$ cat config.mk
export PLATFORM = sky130hd
export DESIGN_NAME = multi_counter_flat
export DESIGN_NICKNAME = d
export VERILOG_FILES = /design/src/rtl/multi_counter_pkg.sv /design/src/rtl/multi_counter_if.sv /design/src/rtl/multi_counter_channel.sv /design/src/rtl/multi_counter.sv /design/src/flat_wrapper.sv
export SDC_FILE = /design/constraint.sdc
export NUM_CORES = 1
export LEC_CHECK = 0
export CAP_MARGIN = 30
export CORE_UTILIZATION = 38
export CTS_BUF_LIST = sky130_fd_sc_hd__clkbuf_8 sky130_fd_sc_hd__clkbuf_16
export CTS_CLUSTER_SIZE = 16
export DETAILED_ROUTE_END_ITERATION = 7
export PLACE_DENSITY = 0.69
export SETUP_SLACK_MARGIN = 0.1
export SLEW_MARGIN = 10
export SYNTH_ARGS = -nofsm -noshare
export SYNTH_HDL_FRONTEND = slang
export SYNTH_HIERARCHICAL = 1
export SYNTH_SLANG_ARGS = --single-unit
$ cat constraint.sdc
create_clock -name clock -period 3.5 [get_ports clock]
set_clock_uncertainty 0.15 [all_clocks]
set_input_delay 0.875 -clock clock [delete_from_list [all_inputs] [get_ports clock]]
set_output_delay 0.875 -clock clock [all_outputs]
set_load 0.02 [all_outputs]
$ cat src/rtl/multi_counter_pkg.sv
// multi_counter_pkg: shared mode encoding and field widths for the multi-channel counter
package multi_counter_pkg;
  localparam int MODE_W = 2;
  typedef enum logic [MODE_W-1:0] {
    UP_WRAP   = 2'b00,
    DOWN_WRAP = 2'b01,
    UP_SAT    = 2'b10,
    ONE_SHOT  = 2'b11
  } mode_e;
endpackage

$ cat src/rtl/multi_counter_if.sv
// multi_counter_if: control bus (en/clr/load/load_val/term_val/mode in) and status bus (count/tc/toggle/armed out), packed per channel
interface multi_counter_if #(parameter int NUM_CH = 4, parameter int WIDTH = 4);
  import multi_counter_pkg::*;
  logic [NUM_CH-1:0]        en;
  logic [NUM_CH-1:0]        clr;
  logic [NUM_CH-1:0]        load;
  logic [NUM_CH*WIDTH-1:0]  load_val;
  logic [NUM_CH*WIDTH-1:0]  term_val;
  logic [NUM_CH*MODE_W-1:0] mode;
  logic [NUM_CH*WIDTH-1:0]  count;
  logic [NUM_CH-1:0]        tc;
  logic [NUM_CH-1:0]        toggle;
  logic [NUM_CH-1:0]        armed;
  modport master (output en, clr, load, load_val, term_val, mode, input count, tc, toggle, armed);
  modport slave (input en, clr, load, load_val, term_val, mode, output count, tc, toggle, armed);
endinterface

$ cat src/rtl/multi_counter_channel.sv
// counter_channel: one channel; inputs clock/reset_n/en/clr/load/load_val/term_val/mode, registered outputs count/tc/toggle/armed
module counter_channel
  import multi_counter_pkg::*;
#(
  parameter int WIDTH = 4
) (
  input  logic             clock,
  input  logic             reset_n,
  input  logic             en,
  input  logic             clr,
  input  logic             load,
  input  logic [WIDTH-1:0] load_val,
  input  logic [WIDTH-1:0] term_val,
  input  mode_e            mode,
  output logic [WIDTH-1:0] count,
  output logic             tc,
  output logic             toggle,
  output logic             armed
);
  logic [WIDTH-1:0] count_d, inc, dec;
  logic             armed_d, evt, at_term, at_zero;
  assign inc     = count + 1'b1;
  assign dec     = count - 1'b1;
  assign at_term = count >= term_val;
  assign at_zero = count == '0;
  always_comb begin
    count_d = count;
    armed_d = armed;
    evt     = 1'b0;
    if (clr) begin
      count_d = '0;
      armed_d = 1'b1;
    end else if (load) begin
      count_d = load_val < term_val ? load_val : term_val;
      armed_d = 1'b1;
    end else if (en) begin
      case (mode)
        UP_WRAP: begin
          count_d = at_term ? '0 : inc;
          evt     = at_term;
        end
        DOWN_WRAP: begin
          count_d = at_zero ? term_val : dec;
          evt     = at_zero;
        end
        UP_SAT: begin
          count_d = at_term ? count : inc;
          evt     = !at_term && inc == term_val;
        end
        default: begin
          count_d = !armed ? count : at_term ? '0 : inc;
          armed_d = armed && !at_term;
          evt     = armed && at_term;
        end
      endcase
    end
  end
  always_ff @(posedge clock or negedge reset_n) begin
    if (!reset_n) begin
      count  <= '0;
      tc     <= 1'b0;
      toggle <= 1'b0;
      armed  <= 1'b1;
    end else begin
      count  <= count_d;
      armed  <= armed_d;
      tc     <= evt;
      toggle <= toggle ^ evt;
    end
  end
endmodule

$ cat src/rtl/multi_counter.sv
// multi_counter: NUM_CH independent counter channels; clock/reset_n plain ports, per-channel controls and status on the slave bus
module multi_counter
  import multi_counter_pkg::*;
#(
  parameter int NUM_CH = 4,
  parameter int WIDTH  = 4
) (
  input  logic            clock,
  input  logic            reset_n,
  multi_counter_if.slave  bus
);
  for (genvar i = 0; i < NUM_CH; i++) begin : g_ch
    counter_channel #(.WIDTH(WIDTH)) u_ch (
      .clock    (clock),
      .reset_n  (reset_n),
      .en       (bus.en[i]),
      .clr      (bus.clr[i]),
      .load     (bus.load[i]),
      .load_val (bus.load_val[i*WIDTH +: WIDTH]),
      .term_val (bus.term_val[i*WIDTH +: WIDTH]),
      .mode     (mode_e'(bus.mode[i*MODE_W +: MODE_W])),
      .count    (bus.count[i*WIDTH +: WIDTH]),
      .tc       (bus.tc[i]),
      .toggle   (bus.toggle[i]),
      .armed    (bus.armed[i])
    );
  end
endmodule

$ cat src/flat_wrapper.sv
// flat-port wrapper written by rule: the top's interface ports become plain ports
module multi_counter_flat import multi_counter_pkg::*;
#(
  parameter int NUM_CH = 4,
  parameter int WIDTH  = 4
)
  (clock, reset_n, bus_en, bus_clr, bus_load, bus_load_val, bus_term_val, bus_mode, bus_count, bus_tc, bus_toggle, bus_armed);
  multi_counter_if #(.NUM_CH(NUM_CH), .WIDTH(WIDTH)) bus_i ();
  input  logic clock;
  input  logic reset_n;
  input wire logic [$bits(bus_i.en)-1:0] bus_en;
  input wire logic [$bits(bus_i.clr)-1:0] bus_clr;
  input wire logic [$bits(bus_i.load)-1:0] bus_load;
  input wire logic [$bits(bus_i.load_val)-1:0] bus_load_val;
  input wire logic [$bits(bus_i.term_val)-1:0] bus_term_val;
  input wire logic [$bits(bus_i.mode)-1:0] bus_mode;
  output wire logic [$bits(bus_i.count)-1:0] bus_count;
  output wire logic [$bits(bus_i.tc)-1:0] bus_tc;
  output wire logic [$bits(bus_i.toggle)-1:0] bus_toggle;
  output wire logic [$bits(bus_i.armed)-1:0] bus_armed;
  assign bus_i.en = bus_en;
  assign bus_i.clr = bus_clr;
  assign bus_i.load = bus_load;
  assign bus_i.load_val = bus_load_val;
  assign bus_i.term_val = bus_term_val;
  assign bus_i.mode = bus_mode;
  assign bus_count = bus_i.count;
  assign bus_tc = bus_i.tc;
  assign bus_toggle = bus_i.toggle;
  assign bus_armed = bus_i.armed;
  multi_counter #(.NUM_CH(NUM_CH), .WIDTH(WIDTH)) u_core (.clock(clock), .reset_n(reset_n), .bus(bus_i));
endmodule
# Word level (Yosys, flattened, before mapping)
# Index checks and enable logic that the tools add are counted.
# totals
inputBits,54
out_inout_bits,28
reg_bits,28
# op_classes
n_bitwise,4
eq_ne,20
n_addsub,8
mux,68
n_reduce_logical,44
magnitude_cmp,8
# op_table
cell,count
2-to-1 mux 4 bit,32
case mux 4 bit (3 select lines),4
2-to-1 mux 1 bit,28
nonzero test 6 bit,4
"adder 4 x 1 -> 4 bit, second input constant",4
equality test 4 bit,4
greater-or-equal comparator 4 bit,4
logical NOT 4 bit,4
less-than comparator 4 bit,4
"inequality test 4 bit, second input constant",4
"subtractor 4 x 1 -> 4 bit, second input constant",4
logical AND 1 bit,12
"inequality test 3 x 1 -> 1 bit, second input constant",4
case mux 1 bit (3 select lines),4
AND reduction 3 bit,4
nonzero test 3 bit,4
OR reduction 3 bit,4
"equality test 2 x 1 -> 1 bit, second input constant",4
"equality test 2 bit, second input constant",4
logical NOT 2 bit,4
AND reduction 2 bit,4
logical NOT 1 bit,4
XOR 1 bit,4

# Logic depth before layout (Yosys ltp)
# logic_depth
word_depth,8
ltp_mapped,8
ltp_nobuf,8

# Hierarchy
# The synthesis kept the hierarchy.
# modules_own_cells
mod,n_inst,cells_each,area_each_um2,seq_area_each_um2
counter_channel,4,101,925.9,176.4

# Worst setup path before layout
# No wires, ideal clock.
# synth_timing
path_kind,input-to-reg
start,input bus_mode[0]
end,register u_core.g_ch[0].u_ch.count[3]
n_path_buf,0
slack_ps,797
t_required_ps,3222
stages,5
t_arrival_ps,2426
path_cell_list,inv_1 > ha_1 > or4_4 > a311oi_4 > mux2_1
# synth_between
elab_chain_len,5
elab_cells_between_ends,10
cone_classes,eq/ne: 3; mux: 4; reduce/logical: 3
# synth_rtl
element,line,rtl
from (decl),flat_wrapper.sv:16,input wire logic [$bits(bus_i.mode)-1:0] bus_mode;
equality test 2 bit (tied with other cells),multi_counter_channel.sv:37,case (mode)
case mux 4 bit (3 select lines),multi_counter_channel.sv:37,
2-to-1 mux 4 bit,multi_counter_channel.sv:36,end else if (en) begin
2-to-1 mux 4 bit,multi_counter_channel.sv:33,end else if (load) begin
2-to-1 mux 4 bit,multi_counter_channel.sv:30,if (clr) begin
to (signal assigned),multi_counter_channel.sv:65,count <= count_d;
to (decl),multi_counter_channel.sv:15,"output logic [WIDTH-1:0] count,"
# Parallel ways exist; a longest one is shown, timed or not. The select of a mux whose other input is x is not followed.
# A chain may end at the register's enable or synchronous reset.

# Worst setup path in the final report
# layout_timing
start,input bus_term_val[12]
end,register u_core.g_ch[3].u_ch.count[2]
# layout_between
elab_chain_len,7
elab_cells_between_ends,11
cone_classes,order compare: 2; eq/ne: 1; mux: 7; reduce/logical: 1
# layout_rtl
element,line,rtl
from (decl),flat_wrapper.sv:15,input wire logic [$bits(bus_i.term_val)-1:0] bus_term_val;
greater-or-equal comparator 4 bit,multi_counter_channel.sv:24,assign at_term = count >= term_val;
2-to-1 mux 4 bit,"multi_counter_channel.sv:39, multi_counter_channel.sv:51",
2-to-1 mux 4 bit,multi_counter_channel.sv:51,count_d = !armed ? count : at_term ? '0 : inc;
case mux 4 bit (3 select lines),multi_counter_channel.sv:37,
2-to-1 mux 4 bit,multi_counter_channel.sv:36,
2-to-1 mux 4 bit,multi_counter_channel.sv:33,
2-to-1 mux 4 bit,multi_counter_channel.sv:30,
to (signal assigned),multi_counter_channel.sv:65,
to (decl),multi_counter_channel.sv:15,
# Parallel ways exist; a longest one is shown, timed or not. The select of a mux whose other input is x is not followed.

==> metrics.sh <==
OUTCOME='complete, no violations'
MOSTFREQUENTLAYOUTCELLS='sky130_fd_sc_hd__clkdlybuf4s50_1, sky130_fd_sc_hd__ha_1, sky130_fd_sc_hd__inv_1, sky130_fd_sc_hd__nand2_1, sky130_fd_sc_hd__dfrtp_1'
SYNTH.AREA.MUX_SHARE_PCT=6.757
GRT_FIRST_PASS_WIRELENGTH_MICRONS=16480
DIE-AREA_SQ_MM=0.01014
POWER.LEAKAGE_nW=1.997
YOSYSUNIQUECELLTYPES=38
FINALHOLDVIOLATIONS=0
YOSYSWARNINGCOUNT=6
CTS_MADE_BUFFERS=3
DRV_SLEW=0
WORST_EP_ARRIVAL_TIME_NS=3.23
FLOORPLAN.DIE.HEIGHT_MICRONS=100.7
IRDROPWORSTVDD_V=0.0001432
DETAILEDROUTE.FIRSTPASSITERATIONCOUNT=5
YOSYS.AREA_SHARE.ADDER_PCT=17.57
AREA_GROWTH_FROM_SYNTHESIS_TO_LAYOUT_PCT=29.05
TIMING.CRITICAL_PATH.FROM_TYPE='input pin'
WORSTHOLDENDPOINT='u_core/g_ch[2].u_ch/toggle'
ASYNC_FLOP_SHARE_PCT=100.0
CAP_VIOL_MAX_COUNT=0
SYNTH_TOP_FAMILY_BY_AREA='compound AO/OA/AOI/OAI gates'
SYNTH_LARGEST_TYPE_AREA_FRACTION_PCT=17.57
DP.CELLS=617
SYNTH_ENABLE_FLOP_CELLS=0
REG2REG_TO='u_core/g_ch[3].u_ch/count[2]'
WORSTHOLDPATHCELLS=1
POWER.DENSITY_mW_PER_MM2=321.3
TIMING.FINAL.CRIT_PERIOD_NS=3.169
SYNTH_REGISTER_BITS=28
MAPPEDNETLISTAREA_SQ_MM=0.003704
WORST_R2R_PATH_DEPTH=8
ANTENNA_DIODES=0
LEADING_CELL_TYPES_BY_TOTAL_AREA_AFTER_SYNTHESIS='sky130_fd_sc_hd__ha_1, sky130_fd_sc_hd__dfrtp_1, sky130_fd_sc_hd__mux2i_1, sky130_fd_sc_hd__a221oi_2, sky130_fd_sc_hd__inv_1'
MAX_FREQ_GHz=0.3156
CTS.ROOT.BUFFER_CELL='sky130_fd_sc_hd__clkbuf_8'
CRITPATHKIND='in -> reg'
FILLER_CELL_COUNT=916
SYNTH_COMPOUND_GATE_AREA_SHARE_PCT=27.97
SETUP_VIOL=0
WORST_EP_REQUIRED_TIME_NS=3.56
CP_MAX_FO=3
POST_SYNTH_INST_COUNT=404
FIN_TOTAL_PWR_W=0.001536
CTS_SINKS=28
VIAS=3501
POST_SYNTH_XOR_AREA_FRACTION_PCT=7.432
NUM-NETS-FINAL=599
CORE_AREA_SQ_MM=0.009328
WL_PER_CELL_MICRONS=15.76
DIE_WIDTH_MICRONS=100.7
GLOBALROUTEOVERFLOWTOTAL=0
UTILIZATION_PCT=51.24
FP-ROW-COUNT=35
DRT_DRC_VIOLATIONS_LEFT=0
CRITICAL_PATH.REG2REG.STARTPOINT='u_core/g_ch[3].u_ch/count[0]'
POST-DP-HPWL_MICRONS=7932
DRT_ITER0_DRCS=281
NUM_IO_PINS=82
GRT_SETUP_UNREPAIRED='no'
HOLDBUFCOUNTCTS=0
VIAS_IN_THE_FIRST_GLOBAL_ROUTE=3500
SYNTH-SIMPLE-AREA-SHARE_PCT=15.81
FINALSETUPTNS_NS=0
TIMING_WORST_SLEW_PIN_VALUE_NS=0.5112
WORST_HOLD_PATH_TYPE='reg -> reg'
AVGSYNTHCELLAREA_SQ_UM=9.167
FINALCRITPERIODSHARE_PCT=90.54
CTS_SETUP_BUFFERS=0
PLACED_AREA_SQ_MM=0.004708
H-TREE-DEPTH=1
CLOCK_LATENCY_NS=0.28
CTS_REPAIR_RESIZE_COUNT=0
GRT_START_MAX_NET_PINS=29
OVERALL_GLOBAL_ROUTING_RESOURCE_USAGE_PCT=20.04
ROUTE.ANTENNA.REMAINING_NETS=0
CTS.PATH.MAX_BUFFERS=2
FINAL_LAYOUT_SIZE_SUFFIX_GT1_SHARE_PCT=11.99
YOSYS_MOST_USED_DFF='sky130_fd_sc_hd__dfrtp_1'
SYNTH_SEQ_AREA_SHARE_PCT=19.05
LAYOUT.CELLS.MOST_COMMON='sky130_fd_sc_hd__clkdlybuf4s50_1'
INITIAL_UTILIZATION_PCT=39.70
TRITONCTS='built'
WORST-R2R-SETUP-SLACK_NS=0.70
ENDPOINT_KIND='flip-flop'
ROUTABILITYCONGESTION=0.8885
FINAL_DESIGN_AREA_NO_FILL_SQ_MM=0.004780
MAXSLEWHEADROOM_PCT=65.04
LAYOUTNONFILLERINSTCOUNT=621
WL_MICRONS=9787
ANTENNA_FOUND_INITIAL=0
SYN-NUM-NETS=510
BUFFER_PORTS.INSERTED=81
SYNTH_AREA_LEADER_CELL='sky130_fd_sc_hd__ha_1'
PATH_CLK_SLEW_NS=0.11
STARTPOINT_OF_THE_WORST_HOLD_PATH='u_core/g_ch[2].u_ch/toggle'
ROUTE.DETAILED.VIAS_PER_INST=5.638
==> synth_stat cells (8+ instances only) <==
master / number
sky130_fd_sc_hd__a2111o_1: 8
sky130_fd_sc_hd__a211o_1: 8
sky130_fd_sc_hd__a211oi_1: 12
sky130_fd_sc_hd__a21oi_1: 20
sky130_fd_sc_hd__a221oi_1: 12
sky130_fd_sc_hd__a221oi_2: 8
sky130_fd_sc_hd__dfrtp_1: 24
sky130_fd_sc_hd__ha_1: 52
sky130_fd_sc_hd__inv_1: 32
sky130_fd_sc_hd__mux2i_1: 16
sky130_fd_sc_hd__nand2_1: 32
sky130_fd_sc_hd__nand2b_1: 12
sky130_fd_sc_hd__nand3_1: 12
sky130_fd_sc_hd__nor2_1: 16
sky130_fd_sc_hd__nor3_1: 12
sky130_fd_sc_hd__o211ai_1: 8
sky130_fd_sc_hd__o21a_1: 8
sky130_fd_sc_hd__o21ai_0: 12
sky130_fd_sc_hd__o21ai_1: 8
sky130_fd_sc_hd__xnor2_1: 12
sky130_fd_sc_hd__xor2_1: 12
==> layout make-up <==
class	count	area, sq um	area share (%)
tap	129	161.4	3.377
multi-input combinational	332	2798	58.53
timing repair buffer	96	923.4	19.32
clock inverter	1	30.03	0.6283
inverter	32	120.1	2.513
clock buffer	3	41.29	0.8639
sequential	28	705.7	14.76
==> registers in the layout, indices dropped and copies added, names as in the netlist <==
signal / cells
u_core/g_ch.u_ch/armed: 4
u_core/g_ch.u_ch/count: 16
u_core/g_ch.u_ch/tc: 4
u_core/g_ch.u_ch/toggle: 4
==> how the worst max path moves through the flow <==
stage | startpoint | endpoint | slack (ns)
after floorplan | bus_mode[0] | u_core/g_ch[0].u_ch/count[3] | 0.80
final | bus_term_val[12] | u_core/g_ch[3].u_ch/count[2] | 0.33
after detailed placement | bus_term_val[12] | u_core/g_ch[3].u_ch/count[2] | 0.09
after global routing | bus_term_val[12] | u_core/g_ch[3].u_ch/count[2] | 0.20
after CTS | bus_term_val[12] | u_core/g_ch[3].u_ch/count[2] | 0.35
after global placement | bus_mode[0] | u_core/g_ch[0].u_ch/count[3] | 0.13
==> worst max-delay path, stage by stage <==
cell                              delay [ns]
sky130_fd_sc_hd__clkdlybuf4s50_1        0.43
sky130_fd_sc_hd__ha_1                   0.33
sky130_fd_sc_hd__nand2b_1               0.15
sky130_fd_sc_hd__a2111o_1               0.45
sky130_fd_sc_hd__o21a_1                 0.17
sky130_fd_sc_hd__a2111oi_0              0.54
sky130_fd_sc_hd__buf_4                  0.19
sky130_fd_sc_hd__a211o_1                0.08
==> layer usage <==
metal,wire (microns),global-route usage (%),vias to the layer above
li1,-,-,1708
met1,4477,26.93,1662
met2,4702,34.67,117
met3,477,2.150,14
met4,131,4.236,0
met5,0,0,-
==> cell families (layout without fill, tap and decap cells) <==
group | count (synthesis) | count (layout)
adders and majority gates | 52 | 52
muxes | 24 | 24
xor gates and xnor gates | 28 | 28
DFF | 28 | 28
buffers and inverters | 44 | 132
and+or+nand+nor | 104 | 104
AOI/OAI and AO/OA | 124 | 124
==> report_power, final <==
group	internal [W]	switching [W]
Sequential	0.000370	0.0000769
Clock	0.000153	0.000104
Combinational	0.000399	0.000433
==> stage by stage <==
stage	hold WS (ns)	setup WS (ns)
4_1_cts	0.3269	0.3508
2_1_floorplan	0.3732	0.7966
6_report	0.3209	0.3312
3_5_place_dp	0.3070	0.08525
3_3_place_gp	0.3066	0.1255
5_1_grt	0.3410	0.2020
Power figures use the tool's default switching activity.
==> patch 1: new RTL, same flow settings <==
Reset style: synchronous (`reset_n`), changed in one clocked block.
--- a/src/rtl/multi_counter_channel.sv
+++ b/src/rtl/multi_counter_channel.sv
@@ -56,5 +56,5 @@
     end
   end
-  always_ff @(posedge clock or negedge reset_n) begin
+  always_ff @(posedge clock) begin
     if (!reset_n) begin
       count  <= '0;
Check against the original RTL: differs if reset_n is asserted again (counterexample within 4 cycles, from zero or initial values and one cycle with reset_n low); with reset_n held inactive, the same outputs for 10 cycles.
==> patch 1 against the original RTL <==
- power decreased by 23%
- hold slack improved by 0.014 ns
- highest routed layer unchanged
- sequential cell count unchanged
- largest cell class unchanged
- area after synthesis increased by 2.4%
- routed wire length increased by 2.8%
- final area increased by 1.4%
- setup slack improved by 0.066 ns
==> patch 1: results (changes against the original RTL) <==
- Status: complete, no violations
- Post-synthesis sequential area ratio: 0.148 (-0.0428)
- R2R Path Start: u_core/g_ch[2].u_ch/count[0]$_SDFFE_PP0P_
- Startpoint of the worst hold path: u_core/g_ch[1].u_ch/toggle$_SDFF_PN0_
- Hold endpoint: u_core/g_ch[1].u_ch/toggle$_SDFF_PN0_
- Worst r2r dst: u_core/g_ch[2].u_ch/toggle$_SDFF_PN0_
- Vias in the first global route: 3,716 (+6.2%)
- Main flop type after synthesis: dfxtp_1
- Syn_nets: 590 (+16%)
- Asr flop ratio synth: 0 (-1.00)
- VDD IR max: 0.0994 mV (-31%)
- Adder-cell share of the synthesized area: 0.172 (-0.00417)
- TritonRoute pass-1 iters: 4 (-1)
- Clk pwr share: 0.225 (+0.058)
- Finished Layout Cells: 699 (+13%)
- Synth Area in Compound Gates: 0.319 (+0.0395)
- Mux cell area share after synthesis: 0.0224 (-0.0451)
- Share of cells above drive strength 1: 0.0795 (-0.0404)
- Slew HR: 0.596 (-0.0547)
- Total track usage: 0.193 (-0.00689)
- Hold Path Depth: 2 (+1)
- Synth top cells by count: ha_1, inv_1, nand2_1, a21oi_1, nor2_1
- Area contributors post-synth: ha_1, dfxtp_1, a21oi_1
- Max FO, Critical Path: 5 (+2)
- Worst setup path endpoint: u_core/g_ch[3].u_ch/toggle$_SDFF_PN0_
- Hold_ws: 0.335 ns (+0.0141 ns)
- Setup ws final: 0.397 ns (+0.0658 ns)
- Worst R2R Setup Slack: 0.85 ns (+0.15 ns)
- Netlist cell types: 43 (+13%)
- WL per Instance: 14.4 microns (-8.6%)
- Maximum number of pins on one net before global-route repair: 21 (-28%)
- Nets: 673 (+12%)
- Initial DRC Count: 70 (-75%)
- Largest stage delay on the critical path: 0.49 ns (-0.05 ns)
- Sw Pwr: 0.429 mW (-30%)
- Fillers: 982 (+7.2%)
- Setup WS pre-CTS: 0.113 ns (+0.0273 ns)
- Placed cell areas: 4770 sq um (+1.4%)
- Critical path's slowest cell: clkdlybuf4s50_1
- Comb power frac: 0.470 (-0.072)
- First-pass GRT wire length: 16,600 microns (+0.67%)
- P_comb: 0.552 mW (-34%)
## patch 1: cell types whose count changed in the layout (fill, tap and decap cells not counted), moves of 16 or more
cell / before / now
a21oi_1: 20 / 36
dfrtp_1: 24 / 0
dfxtp_1: 0 / 28
nor2_1: 16 / 36
## patch 1: cell type report
class	instances	area (sq um)	area share
flip-flops and latches	28	561	0.116
clock buffers	3	41.3	0.00852
inverters	44	165	0.0341
repair buffers	86	848	0.175
multi-input cells	404	3030	0.626
clock inverters	1	30.0	0.00620
well taps	133	166	0.0343
## patch 1: per-layer routing
metal / share of wire / vias to the layer above / track usage
met5: 0 / - / 0
met4: 0.0071 / 0 / 0.0407
met3: 0.045 / 7 / 0.0212
met2: 0.50 / 103 / 0.351
met1: 0.45 / 1806 / 0.246
li1: - / 1940 / -
## patch 1: worst max-delay path, delay by kind of cell
kind | cells | cell delay [ns]
AOI/OAI and AO/OA | 3 | 0.99
buffers and inverters | 1 | 0.49
adders and majority gates | 1 | 0.34
and+or+nand+nor | 2 | 0.27
muxes | 1 | 0.20
==> patch 2: new RTL, config.mk and constraints unchanged <==
Made on the original files. `NUM_CH` is set to 4 in 3 places; all go to 5.
--- a/src/rtl/multi_counter_if.sv
+++ b/src/rtl/multi_counter_if.sv
@@ -1,4 +1,4 @@
 // multi_counter_if: control bus (en/clr/load/load_val/term_val/mode in) and status bus (count/tc/toggle/armed out), packed per channel
-interface multi_counter_if #(parameter int NUM_CH = 4, parameter int WIDTH = 4);
+interface multi_counter_if #(parameter int NUM_CH = 5, parameter int WIDTH = 4);
   import multi_counter_pkg::*;
   logic [NUM_CH-1:0]        en;
--- a/src/rtl/multi_counter.sv
+++ b/src/rtl/multi_counter.sv
@@ -3,5 +3,5 @@
   import multi_counter_pkg::*;
 #(
-  parameter int NUM_CH = 4,
+  parameter int NUM_CH = 5,
   parameter int WIDTH  = 4
 ) (
--- a/src/flat_wrapper.sv
+++ b/src/flat_wrapper.sv
@@ -2,5 +2,5 @@
 module multi_counter_flat import multi_counter_pkg::*;
 #(
-  parameter int NUM_CH = 4,
+  parameter int NUM_CH = 5,
   parameter int WIDTH  = 4
 )
Interface: changed (10 resized); port bits go from 82 to 102. No check against the original RTL was run, so the function may have changed too.
==> patch 2 against the original RTL <==
- power grew 35%
- clock power grew 61%
- area after synthesis grew 30%
- largest power group unchanged
- routed wire length grew 30%
- count of clock-buffer cells in the layout grew 2
- sequential cell count grew 7
- maximum frequency grew 0.20%
- final area grew 30%
- global-route usage shrank 0.37 points
- highest routed layer unchanged
- setup slack gained 0.0064 ns
- first-iteration DRC count shrank 22%
- combinational power grew 31%
==> patch 2: results (changes against the original RTL) <==
- M3 GR Usage: 0.0233 (+0.00179)
- Post-synthesis sequential area ratio: 0.183 (-0.00742)
- Total track usage: 0.197 (-0.00370)
- CTS Buf Count: 5 (+2)
- Int Power: 1.24 mW (+35%)
- Port-buffer cells: 101 (+25%)
- R2R Path Start: u_core/g_ch[4].u_ch/count[1]$_DFFE_PN0P_
- R2R depth: 6 (-2)
- Finished Layout Cells: 816 (+31%)
- Placed insts: 808 (+31%)
- WL per Instance: 15.6 microns (-1.1%)
- CP Launch Point: bus_term_val[4]
- Hold_ws: 0.314 ns (-0.00656 ns)
- Post-detail-place hpwl: 10,400 microns (+31%)
- Initial DRC Count: 219 (-22%)
- Multi-input gate area: 3670 sq um (+31%)
- Netlist cell types: 80 (+110%)
- Clock-pin slew on the worst setup and hold paths: 0.05 ns (-0.06 ns)
- Slew HR: 0.477 (-0.173)
- First-pass GRT wire length: 21,100 microns (+28%)
- Worst setup path endpoint: u_core/g_ch[1].u_ch/count[2]$_DFFE_PN0P_
- Clock group power: 0.415 mW (+61%)
- Post-Synthesis Cells: 533 (+32%)
- Maximum number of pins on one net before global-route repair: 36 (+24%)
- Share of cells above drive strength 1: 0.116 (-0.00418)
- VDD IR max: 0.174 mV (+22%)
- EDFF count, synth: 0 (unchanged)
- Setup ws final: 0.338 ns (+0.00642 ns)
- Placed cell areas: 6090 sq um (+29%)
- Setup WS pre-CTS: 0.0446 ns (-0.0407 ns)
- Share of power burned in registers: 0.271 (-0.020)
- Max reg flops: 20 (+4)
- Biggest register: u_core/g_ch.u_ch/count
- Lkg Pwr: 2.64 nW (+32%)
- Met1 Usage GRT: 0.259 (-0.0102)
- GPL Wtd Cong: 0.959 (+7.9%)
- Nets: 779 (+30%)
- Hold endpoint: u_core/g_ch[1].u_ch/toggle$_DFF_PN0_
- Met2 wire len: 5870 microns (+25%)
- Largest stage delay on the critical path: 0.50 ns (-0.04 ns)
- Syn_nets: 665 (+30%)
- Met3 routed WL: 698 microns (+46%)
- Synth top cells by count: ha_1, inv_1, nand2_1, dfrtp_1, a21oi_1
- Fillers: 1,166 (+27%)
- Status: complete, no violations
- Clock tree root buffer cell: clkbuf_16
- Startpoint of the worst hold path: u_core/g_ch[1].u_ch/toggle$_DFF_PN0_
- Clk Latency, worst-skew pair: 0.27 ns
- Worst r2r dst: u_core/g_ch[4].u_ch/toggle$_DFF_PN0_
- Total power: 2.07 mW (+35%)
- GR Util met2: 0.335 (-0.0113)
- Vias in the first global route: 4,472 (+28%)
- Clk buf depth: 2 (unchanged)
- M1 wire length: 5920 microns (+32%)
- Detailed-route via count: 4,564 (+30%)
- H-Tree Depth: 2 (+1)
- Area contributors post-synth: ha_1, dfrtp_1, mux2i_1
patch 2: changes by cell type in the layout (fill, tap and decap cells not counted), sizes merged, moves of 7 or more:
cell / unedited run / this run
clkdlybuf4s50: 81 / 100
inv: 32 / 48
ha: 52 / 65
a21oi: 20 / 27
patch 2: kinds of logic (layout without fill, tap and decap cells):
logic type,after synthesis,count (layout),share of synthesized area
adder cells (fa/ha/maj),65,65,0.169
AO/OA/AOI/OAI,168,168,0.288
multiplexers,28,28,0.0600
buffers and inverters,60,175,0.0545
XOR/XNOR,33,33,0.0706
flip-flops,35,35,0.183
AND/OR/NAND/NOR,144,144,0.175
patch 2: cell type report:
cell class | instances | share of cell area
clock buffer | 5 | 0.0201
clock inverter | 3 | 0.00201
inverter | 46 | 0.0277
multi-input combinational | 438 | 0.589
sequential | 35 | 0.142
tap | 168 | 0.0337
timing repair buffer | 121 | 0.186
